==> config.mk <==
export PLATFORM = sky130hd
export DESIGN_NAME = wb_write_queue_flat
export DESIGN_NICKNAME = d
export VERILOG_FILES = /design/src/rtl/wb_write_queue_if.sv /design/src/rtl/wb_write_queue.sv /design/src/flat_wrapper.sv
export SDC_FILE = /design/constraint.sdc
export NUM_CORES = 1
export LEC_CHECK = 0
export ABC_AREA = 1
export CAP_MARGIN = 20
export CORE_ASPECT_RATIO = 1.25
export CORE_UTILIZATION = 30
export DETAILED_ROUTE_END_ITERATION = 10
export SLEW_MARGIN = 5
export SYNTH_ARGS = -nofsm -noshare
export SYNTH_HDL_FRONTEND = slang
export SYNTH_SLANG_ARGS = --single-unit
==> constraint.sdc <==
create_clock -name clk -period 6.8 [get_ports clk]
set_input_delay 1.7 -clock clk [delete_from_list [all_inputs] [get_ports clk]]
set_output_delay 1.7 -clock clk [all_outputs]
set_load 0.01 [all_outputs]
==> src/rtl/wb_write_queue_if.sv <==
// Bundle of producer, register-file and bypass-lookup signals for wb_write_queue.
// master: the environment side (producers, lookup requester, regfile sink).
// slave:  the queue itself.
`ifndef WORD_WIDTH
`define WORD_WIDTH 32
`endif

interface wb_write_queue_if #(
  parameter int WORD_WIDTH = `WORD_WIDTH,
  parameter int DEPTH      = 4
);
  localparam int CW = $clog2(DEPTH) + 1;

  logic                  memValid;
  logic [4:0]            memAddr;
  logic [WORD_WIDTH-1:0] memData;
  logic                  memReady;
  logic                  aluValid;
  logic [4:0]            aluAddr;
  logic [WORD_WIDTH-1:0] aluData;
  logic                  aluReady;
  logic [4:0]            regWriteAddr;
  logic [WORD_WIDTH-1:0] dataToWrite;
  logic                  toWrite;
  logic [4:0]            lookupAddr1;
  logic [4:0]            lookupAddr2;
  logic                  lookupHit1;
  logic [WORD_WIDTH-1:0] lookupData1;
  logic                  lookupHit2;
  logic [WORD_WIDTH-1:0] lookupData2;
  logic [CW-1:0]         count;

  modport master (
    output memValid, memAddr, memData, aluValid, aluAddr, aluData, lookupAddr1, lookupAddr2,
    input  memReady, aluReady, regWriteAddr, dataToWrite, toWrite,
           lookupHit1, lookupData1, lookupHit2, lookupData2, count
  );

  modport slave (
    input  memValid, memAddr, memData, aluValid, aluAddr, aluData, lookupAddr1, lookupAddr2,
    output memReady, aluReady, regWriteAddr, dataToWrite, toWrite,
           lookupHit1, lookupData1, lookupHit2, lookupData2, count
  );
endinterface

==> src/rtl/wb_write_queue.sv <==
// In-order write-back queue: takes results from the load unit and the ALU,
// buffers them, and retires one entry per cycle to the register-file write port.
// Optional feature macro: WB_BYPASS_EN enables the pending-value bypass search;
// without it the lookup outputs are tied to zero.
`ifndef WORD_WIDTH
`define WORD_WIDTH 32
`endif

module wb_write_queue #(
  parameter int WORD_WIDTH = `WORD_WIDTH,
  parameter int DEPTH      = 4
) (
  input  logic              clk,
  input  logic              rst,
  wb_write_queue_if.slave   bus
);
  localparam int PW = $clog2(DEPTH);
  localparam int CW = PW + 1;

  logic [4:0]            q_addr [DEPTH];
  logic [WORD_WIDTH-1:0] q_data [DEPTH];
  logic [PW-1:0]         head, tail;
  logic [CW-1:0]         count;

  logic [CW-1:0] free;
  logic          mem_acc, alu_acc, deq;
  logic [PW-1:0] alu_idx;
  logic [CW-1:0] enq_n;

  // Readiness depends only on occupancy at cycle start; the retiring head does
  // not make room for a same-cycle enqueue, keeping ready off the drain path.
  assign free         = CW'(DEPTH) - count;
  assign bus.memReady = (free >= CW'(1));
  assign bus.aluReady = bus.memValid ? (free >= CW'(2)) : (free >= CW'(1));

  // Writes to r0 complete the handshake but are dropped.
  assign mem_acc = bus.memValid && bus.memReady && (bus.memAddr != 5'd0);
  assign alu_acc = bus.aluValid && bus.aluReady && (bus.aluAddr != 5'd0);
  assign deq     = (count != '0);

  // Load result is older than a same-cycle ALU result, so it takes the first slot.
  assign alu_idx = tail + PW'(mem_acc);
  assign enq_n   = CW'(mem_acc) + CW'(alu_acc);

  assign bus.toWrite      = deq;
  assign bus.regWriteAddr = deq ? q_addr[head] : 5'd0;
  assign bus.dataToWrite  = deq ? q_data[head] : '0;
  assign bus.count        = count;

  // Pointer and occupancy bookkeeping; full/empty come from count alone.
  always_ff @(posedge clk or posedge rst) begin
    if (rst) begin
      head  <= '0;
      tail  <= '0;
      count <= '0;
    end else begin
      head  <= head + PW'(deq);
      tail  <= tail + PW'(enq_n);
      count <= count + enq_n - CW'(deq);
    end
  end

  // Entry storage; contents are only meaningful within [head, head+count).
  always_ff @(posedge clk) begin
    if (mem_acc) begin
      q_addr[tail] <= bus.memAddr;
      q_data[tail] <= bus.memData;
    end
    if (alu_acc) begin
      q_addr[alu_idx] <= bus.aluAddr;
      q_data[alu_idx] <= bus.aluData;
    end
  end

`ifdef WB_BYPASS_EN
  logic                  hit1, hit2;
  logic [WORD_WIDTH-1:0] data1, data2;

  // Walk entries oldest to youngest so the last match (youngest) wins.
  always_comb begin
    hit1  = 1'b0;
    hit2  = 1'b0;
    data1 = '0;
    data2 = '0;
    for (int i = 0; i < DEPTH; i++) begin
      if (CW'(i) < count) begin
        if ((bus.lookupAddr1 != 5'd0) && (q_addr[head + PW'(i)] == bus.lookupAddr1)) begin
          hit1  = 1'b1;
          data1 = q_data[head + PW'(i)];
        end
        if ((bus.lookupAddr2 != 5'd0) && (q_addr[head + PW'(i)] == bus.lookupAddr2)) begin
          hit2  = 1'b1;
          data2 = q_data[head + PW'(i)];
        end
      end
    end
  end

  assign bus.lookupHit1  = hit1;
  assign bus.lookupData1 = data1;
  assign bus.lookupHit2  = hit2;
  assign bus.lookupData2 = data2;
`else
  logic unused_lookup;
  assign unused_lookup   = ^{bus.lookupAddr1, bus.lookupAddr2};
  assign bus.lookupHit1  = 1'b0;
  assign bus.lookupData1 = '0;
  assign bus.lookupHit2  = 1'b0;
  assign bus.lookupData2 = '0;
`endif

endmodule

==> src/flat_wrapper.sv <==
// flat-port wrapper written by rule: the top's interface ports become plain ports
module wb_write_queue_flat 
#(
  parameter int WORD_WIDTH = `WORD_WIDTH,
  parameter int DEPTH      = 4
)
  (clk, rst, bus_memValid, bus_memAddr, bus_memData, bus_aluValid, bus_aluAddr, bus_aluData, bus_lookupAddr1, bus_lookupAddr2, bus_memReady, bus_aluReady, bus_regWriteAddr, bus_dataToWrite, bus_toWrite, bus_lookupHit1, bus_lookupData1, bus_lookupHit2, bus_lookupData2, bus_count);
  wb_write_queue_if #(.WORD_WIDTH(WORD_WIDTH), .DEPTH(DEPTH)) bus_i ();
  input  logic clk;
  input  logic rst;
  input wire logic [$bits(bus_i.memValid)-1:0] bus_memValid;
  input wire logic [$bits(bus_i.memAddr)-1:0] bus_memAddr;
  input wire logic [$bits(bus_i.memData)-1:0] bus_memData;
  input wire logic [$bits(bus_i.aluValid)-1:0] bus_aluValid;
  input wire logic [$bits(bus_i.aluAddr)-1:0] bus_aluAddr;
  input wire logic [$bits(bus_i.aluData)-1:0] bus_aluData;
  input wire logic [$bits(bus_i.lookupAddr1)-1:0] bus_lookupAddr1;
  input wire logic [$bits(bus_i.lookupAddr2)-1:0] bus_lookupAddr2;
  output wire logic [$bits(bus_i.memReady)-1:0] bus_memReady;
  output wire logic [$bits(bus_i.aluReady)-1:0] bus_aluReady;
  output wire logic [$bits(bus_i.regWriteAddr)-1:0] bus_regWriteAddr;
  output wire logic [$bits(bus_i.dataToWrite)-1:0] bus_dataToWrite;
  output wire logic [$bits(bus_i.toWrite)-1:0] bus_toWrite;
  output wire logic [$bits(bus_i.lookupHit1)-1:0] bus_lookupHit1;
  output wire logic [$bits(bus_i.lookupData1)-1:0] bus_lookupData1;
  output wire logic [$bits(bus_i.lookupHit2)-1:0] bus_lookupHit2;
  output wire logic [$bits(bus_i.lookupData2)-1:0] bus_lookupData2;
  output wire logic [$bits(bus_i.count)-1:0] bus_count;
  assign bus_i.memValid = bus_memValid;
  assign bus_i.memAddr = bus_memAddr;
  assign bus_i.memData = bus_memData;
  assign bus_i.aluValid = bus_aluValid;
  assign bus_i.aluAddr = bus_aluAddr;
  assign bus_i.aluData = bus_aluData;
  assign bus_i.lookupAddr1 = bus_lookupAddr1;
  assign bus_i.lookupAddr2 = bus_lookupAddr2;
  assign bus_memReady = bus_i.memReady;
  assign bus_aluReady = bus_i.aluReady;
  assign bus_regWriteAddr = bus_i.regWriteAddr;
  assign bus_dataToWrite = bus_i.dataToWrite;
  assign bus_toWrite = bus_i.toWrite;
  assign bus_lookupHit1 = bus_i.lookupHit1;
  assign bus_lookupData1 = bus_i.lookupData1;
  assign bus_lookupHit2 = bus_i.lookupHit2;
  assign bus_lookupData2 = bus_i.lookupData2;
  assign bus_count = bus_i.count;
  wb_write_queue #(.WORD_WIDTH(WORD_WIDTH), .DEPTH(DEPTH)) u_core (.clk(clk), .rst(rst), .bus(bus_i));
endmodule
== Yosys cells after proc, flatten, opt, wreduce, memory -nomap -nowiden ==
Memories as Yosys holds them, arrays and structs flattened.
Cells that the tools add are included.

* Input port bits: 88
* Memory bits (writable): 148
* Word-level logic and storage cells: 28
* Flip-flop bits (word level): 7
* Output and inout bits: 109
* Memories: 2

* Order comparisons: 2
* Reduce and logical (&&, ||, !) cells: 7
* Multiplexer cells: 7
* $add $sub $neg: 7

{| class="wikitable"
|+ Memories
! name !! depth !! width !! read ports !! clocked after memory_dff !! write ports !! line !! text
|-
| u_core.q_data || 4 || 32 || 1 || 0 || 2 || wb_write_queue.sv:21 || <nowiki>logic [WORD_WIDTH-1:0] q_data [DEPTH];</nowiki>
|-
| u_core.q_addr || 4 || 5 || 1 || 0 || 2 || wb_write_queue.sv:20 || <nowiki>logic [4:0] q_addr [DEPTH];</nowiki>
|}

{| class="wikitable"
|+ Operators with widths
! operator !! number
|-
| $mux W32 || 1
|-
| $reduce_bool A5 Y1 || 2
|-
| $mux W1 || 5
|-
| $mux W5 || 1
|-
| $add A2 B1 Y2 || 2
|-
| $logic_and A1 B1 Y1 || 4
|-
| $add A3 B3 Y3 || 1
|-
| $ge A3 B1 Y1 const B || 1
|-
| $ge A3 B2 Y1 const B || 1
|-
| $reduce_bool A3 Y1 || 1
|-
| $sub A3 B1 Y3 || 1
|-
| $sub A3 B3 Y3 const A || 1
|-
| $add A1 B1 Y2 || 1
|-
| $add A2 B2 Y2 || 1
|}

== Depth between registers and ports, before layout ==
* Depth after elaboration: 8
* Gate-level depth with buffers: 16
* Mapped depth without buffers: 14

== Worst setup path before layout ==
Ideal clock, no wire load.

* Path type: input-to-reg
* Start: in bus_memAddr[2]
* End: mem u_core.q_addr[1][0] (enable)
* Path slack: 2161 ps
* Arrival time: 4203 ps
* Cell stages on the path: 11
* Setup time: 436 ps
* Required time: 6364 ps
* Path buffers: 2
* Cell sequence: nor3_1 > nand2_1 > nand3_1 > inv_1 > ha_1 > xor2_1 > nor2_2 > nand3_2 > buf_6 > buf_6 > o21ai_1

{| class="wikitable"
|+ RTL lines
! what !! line !! text
|-
| start: declaration || flat_wrapper.sv:12 || <nowiki>input wire logic [$bits(bus_i.memAddr)-1:0] bus_memAddr;</nowiki>
|-
| end: declaration || wb_write_queue.sv:20 ||
|}

== Final worst setup path ==
* Start: reg u_core.head[1]
* End: out bus_dataToWrite[0]

* Word-level cells in the longest chain between the ends: 2

{| class="wikitable"
|+ Ends and longest elaborated chain
! what !! line !! text
|-
| start: declaration || wb_write_queue.sv:22 || <nowiki>logic [PW-1:0] head, tail;</nowiki>
|-
| start signal: assignment || wb_write_queue.sv:57 || <nowiki>head <= head + PW'(deq);</nowiki>
|-
| $mem_v2 Z4 W32 || -- ||
|-
| $mux W32 || wb_write_queue.sv:47 || <nowiki>assign bus.dataToWrite = deq ? q_data[head] : '0;</nowiki>
|-
| end: declaration || flat_wrapper.sv:22 || <nowiki>output wire logic [$bits(bus_i.dataToWrite)-1:0] bus_dataToWrite;</nowiki>
|}

No other way between the ends.

==> metrics.txt <==
stages on the worst setup path=5; Total Die Area=30,810 µm²; Setup Crit Path Kind=flip-flop to primary output; share of the core filled with cells in the final layout=36.82%; routability-driven placement congestion ratio=0.7522; cts bufs inserted=17; number of different library cells in the post-synthesis netlist=27; share of post-route cells with drive strength above 1=5.847%; global-route track usage on met3=3.534%; post-cts resize count=0; Cells after DPL=1,527; share of the clock period used by the worst path after layout=75.47%; via total after detailed routing=7,582; Seq cells post-synth=155; worst ir drop on vdd=0.0004892 V; post-synthesis area per instance=8.427 µm²; detailed-routing iteration count for the pre-antenna-repair pass=5; post-route ant nets=0; min cycle time layout=5.132 ns; proportion of synthesized chip area in sequential cells=51.14%; depth of the worst register-to-register path=15; Worst Clk Skew=0.005542 ns; GRT Resource Usage Total=17.75%; Total Power=6015 µW; CTS tree=done; leakage=0.004459 µW; Cell Area, Synth=9034 µm²; final net count=1,250; number of max-slew violations in the final report=0; number of remaining DRC errors=0; total gr overflow=0; fillers=2,947; count of non-filler cells in the finished layout=1,559; height of the chip=196.0 µm; type of the worst min-delay path=flip-flop to flip-flop; main area contributors after synthesis=sky130_fd_sc_hd__edfxtp_1 (49%), sky130_fd_sc_hd__nand2_1 (13%), sky130_fd_sc_hd__nand3_1 (8.4%); worst reg2reg setup slack=2.67 ns; Setup TNS=0 ns; worst r2r src=u_core.bus.count[0]; critical path launch point=u_core.head[1]; post-synthesis xor/xnor area fraction=0.7618%; unrepaired setup endpoints after global routing=false; Largest stage delay, worst path=1.02 ns; number of global-route vias before repair=7,351; cell at the root of the clock tree=sky130_fd_sc_hd__clkbuf_16; maximum clock insertion buffer count=2; wire length of the first global-routing pass=40,390 µm; power density relative to cell area=555.1 nW/µm²; remaining max-slew budget at the tightest pin=26.95%; actual slew at the worst max-slew pin=1.096 ns; source-to-sink clock delay at the later pin of the worst-skew pair=0.43 ns; achievable frequency=194.9 MHz; warning count from the yosys run=0; row count=70; dominant combinational cell family by area after synthesis=simple AND/OR/NAND/NOR gates; # clock sinks=155; critical path startpoint category=flip-flop; adder-cell share of the synthesized area=1.745%; capture instance of the worst register-to-register path=u_core.q_data[0][22]; library cell with the largest summed area after synthesis=sky130_fd_sc_hd__edfxtp_1; number of buffer cells added on primary ports=120; clock slew seen by the registers of the worst setup and hold paths=0.06 ns; DPL Wire Length=14,520 µm; area of all sequential standard cells=4622 µm²; capturing element type of the critical path=primary output; run status=finished, final reports clean; initial antenna violation count=1; portion of netlist area occupied by mux cells=0%; layer carrying the most global-route usage=met2; Final Setup Violations=0; maximum number of pins on one net before global-route repair=81; placeable core area=29,430 µm²; Crit path arrival time=3.43 ns; area taken by multi-input logic gates=3699 µm²; effective utilization at floorplan=30.70%; DRC marker count from the first detailed-route iteration=485; Setup Fix Bufs, Post-CTS=0; growth of design area from synthesis to finish=19.94%; overall die width=157.2 µm; Gate Count Post-Synth=1,072; maximum fanout encountered on the critical timing path=39; M2 GR Usage=30.01%; total wire length after detailed routing=26,680 µm; number of failing hold endpoints at the final stage=0; number of max-cap violations=0; final routed wire length divided by cell count=17.11 µm; kind of cell adding the most delay to the critical path=buffers and inverters; global routing met1 resource utilization=21.74%; data required time of the worst path=5.10 ns; top cell type's share of synthesized area=49.20%; Synth Area in Compound Gates=6.454%; hold bufs inserted after CTS=0; vias per cell=4.863; cells along the critical path=inv_2 -> nor2_1 -> o21ai_0 -> a21oi_1 -> clkdlybuf4s50_1; total inserted antenna cells=0; CTS H-tree lvls=4; fraction of the mapped netlist area in simple logic gates=28.38%; cell type of the slowest stage on the worst timing path=sky130_fd_sc_hd__dfrtp_2; number of ports placed on the die boundary=197; Worst Setup EP=bus_dataToWrite[0]; number of buffer and inverter instances along the worst setup path=2
==> per-stage QoR <==
step	worst slack (ns)	hold WS, ns	instance area [µm²]
6_report	1.668	0.5908	10840
2_1_floorplan	2.161	0.5342	9278
3_3_place_gp	1.551	0.5866	10200
5_1_grt	1.498	0.6262	10840
4_1_cts	1.641	0.5958	10840
3_5_place_dp	1.474	0.5817	10200
==> state kept, by name (all words and copies together) (netlist names) <==
register / cells
u_core.bus.count: 3
u_core.tail: 2
u_core.q_addr: 20
u_core.q_data: 128
u_core.head: 2
==> power breakdown <==
group / switching, µW / total [µW] / internal, µW / leakage (µW)
sequential: 163 / 1870 / 1710 / 0.00146
clock: 382 / 1030 / 646 / 0.000305
combinational: 2080 / 3110 / 1040 / 0.00269
total: 2620 / 6010 / 3390 / 0.00446
==> cells by family after synthesis <==
| kind of cell | Yosys count |
|---|---|
| adder cells (fa/ha/maj) | 12 |
| flip-flops | 155 |
| AO/OA/AOI/OAI | 116 |
| buffers and inverters | 160 |
| other | 1 |
| AND/OR/NAND/NOR | 621 |
| XOR/XNOR | 7 |
==> per-layer routing <==
layer,vias up,share of wire (%),routed length (µm)
met4,2,2.4,632
met1,3614,42,11090
met2,321,50,13210
met3,49,6.5,1739
li1,3596,-,-
met5,-,0.045,12
==> worst min path at each step <==
| stage | cells after the start | endpoint | from |
|---|---|---|---|
| final | 1 | u_core.tail[0] | u_core.tail[0] |
| after global routing | 1 | u_core.tail[0] | u_core.tail[0] |
| after CTS | 1 | u_core.tail[0] | u_core.tail[0] |
| after detailed placement | 1 | u_core.tail[0] | u_core.tail[0] |
| after global placement | 1 | u_core.tail[0] | u_core.tail[0] |
| after floorplan | 1 | u_core.head[0] | u_core.head[0] |
==> cell usage in the layout (no fill, tap or decap), drive strengths merged <==
cell type / synthesis / routed
dfrtp: 7 / 7
clkinv: 0 / 7
xor2: 3 / 3
conb: 1 / 66
inv: 18 / 18
nand3: 155 / 155
clkdlybuf4s50: 0 / 120
clkbuf: 17 / 18
nor3: 1 / 1
buf: 125 / 16
nand2: 305 / 305
xnor2: 4 / 4
nor2: 160 / 160
clkinvlp: 0 / 2
bufinv: 0 / 5
a21oi: 37 / 37
o21bai: 1 / 1
edfxtp: 148 / 148
o21ai: 78 / 78
fa: 1 / 1
ha: 11 / 11
==> cell usage after synthesis <==
library cell and instances:
sky130_fd_sc_hd__nor2_1 154, sky130_fd_sc_hd__conb_1 1, sky130_fd_sc_hd__nor2_4 1, sky130_fd_sc_hd__ha_1 11
sky130_fd_sc_hd__buf_1 4, sky130_fd_sc_hd__nor3_1 1, sky130_fd_sc_hd__o21ai_1 5, sky130_fd_sc_hd__o21ai_0 73
sky130_fd_sc_hd__buf_4 79, sky130_fd_sc_hd__xor2_1 3, sky130_fd_sc_hd__fa_1 1, sky130_fd_sc_hd__o21bai_1 1
sky130_fd_sc_hd__nand3_2 3, sky130_fd_sc_hd__nand3_1 152, sky130_fd_sc_hd__inv_2 3, sky130_fd_sc_hd__a21oi_1 37
sky130_fd_sc_hd__edfxtp_1 148, sky130_fd_sc_hd__nor2_2 5, sky130_fd_sc_hd__buf_6 14, sky130_fd_sc_hd__nand2_2 1
sky130_fd_sc_hd__buf_2 28, sky130_fd_sc_hd__clkbuf_1 17, sky130_fd_sc_hd__xnor2_1 3, sky130_fd_sc_hd__dfrtp_1 7
sky130_fd_sc_hd__xnor2_2 1, sky130_fd_sc_hd__inv_1 15, sky130_fd_sc_hd__nand2_1 304
==> layout make-up <==
class                   count  share of cell area (%)
clock buffers              18                   3.961
flip-flops and latches    155                   42.66
clock inverters            14                   1.859
well taps                 396                   4.573
repair buffers            136                   12.19
inverters                  18                  0.6236
multi-input cells         822                   34.13
Note: power is estimated with default switching activity, not from simulation.
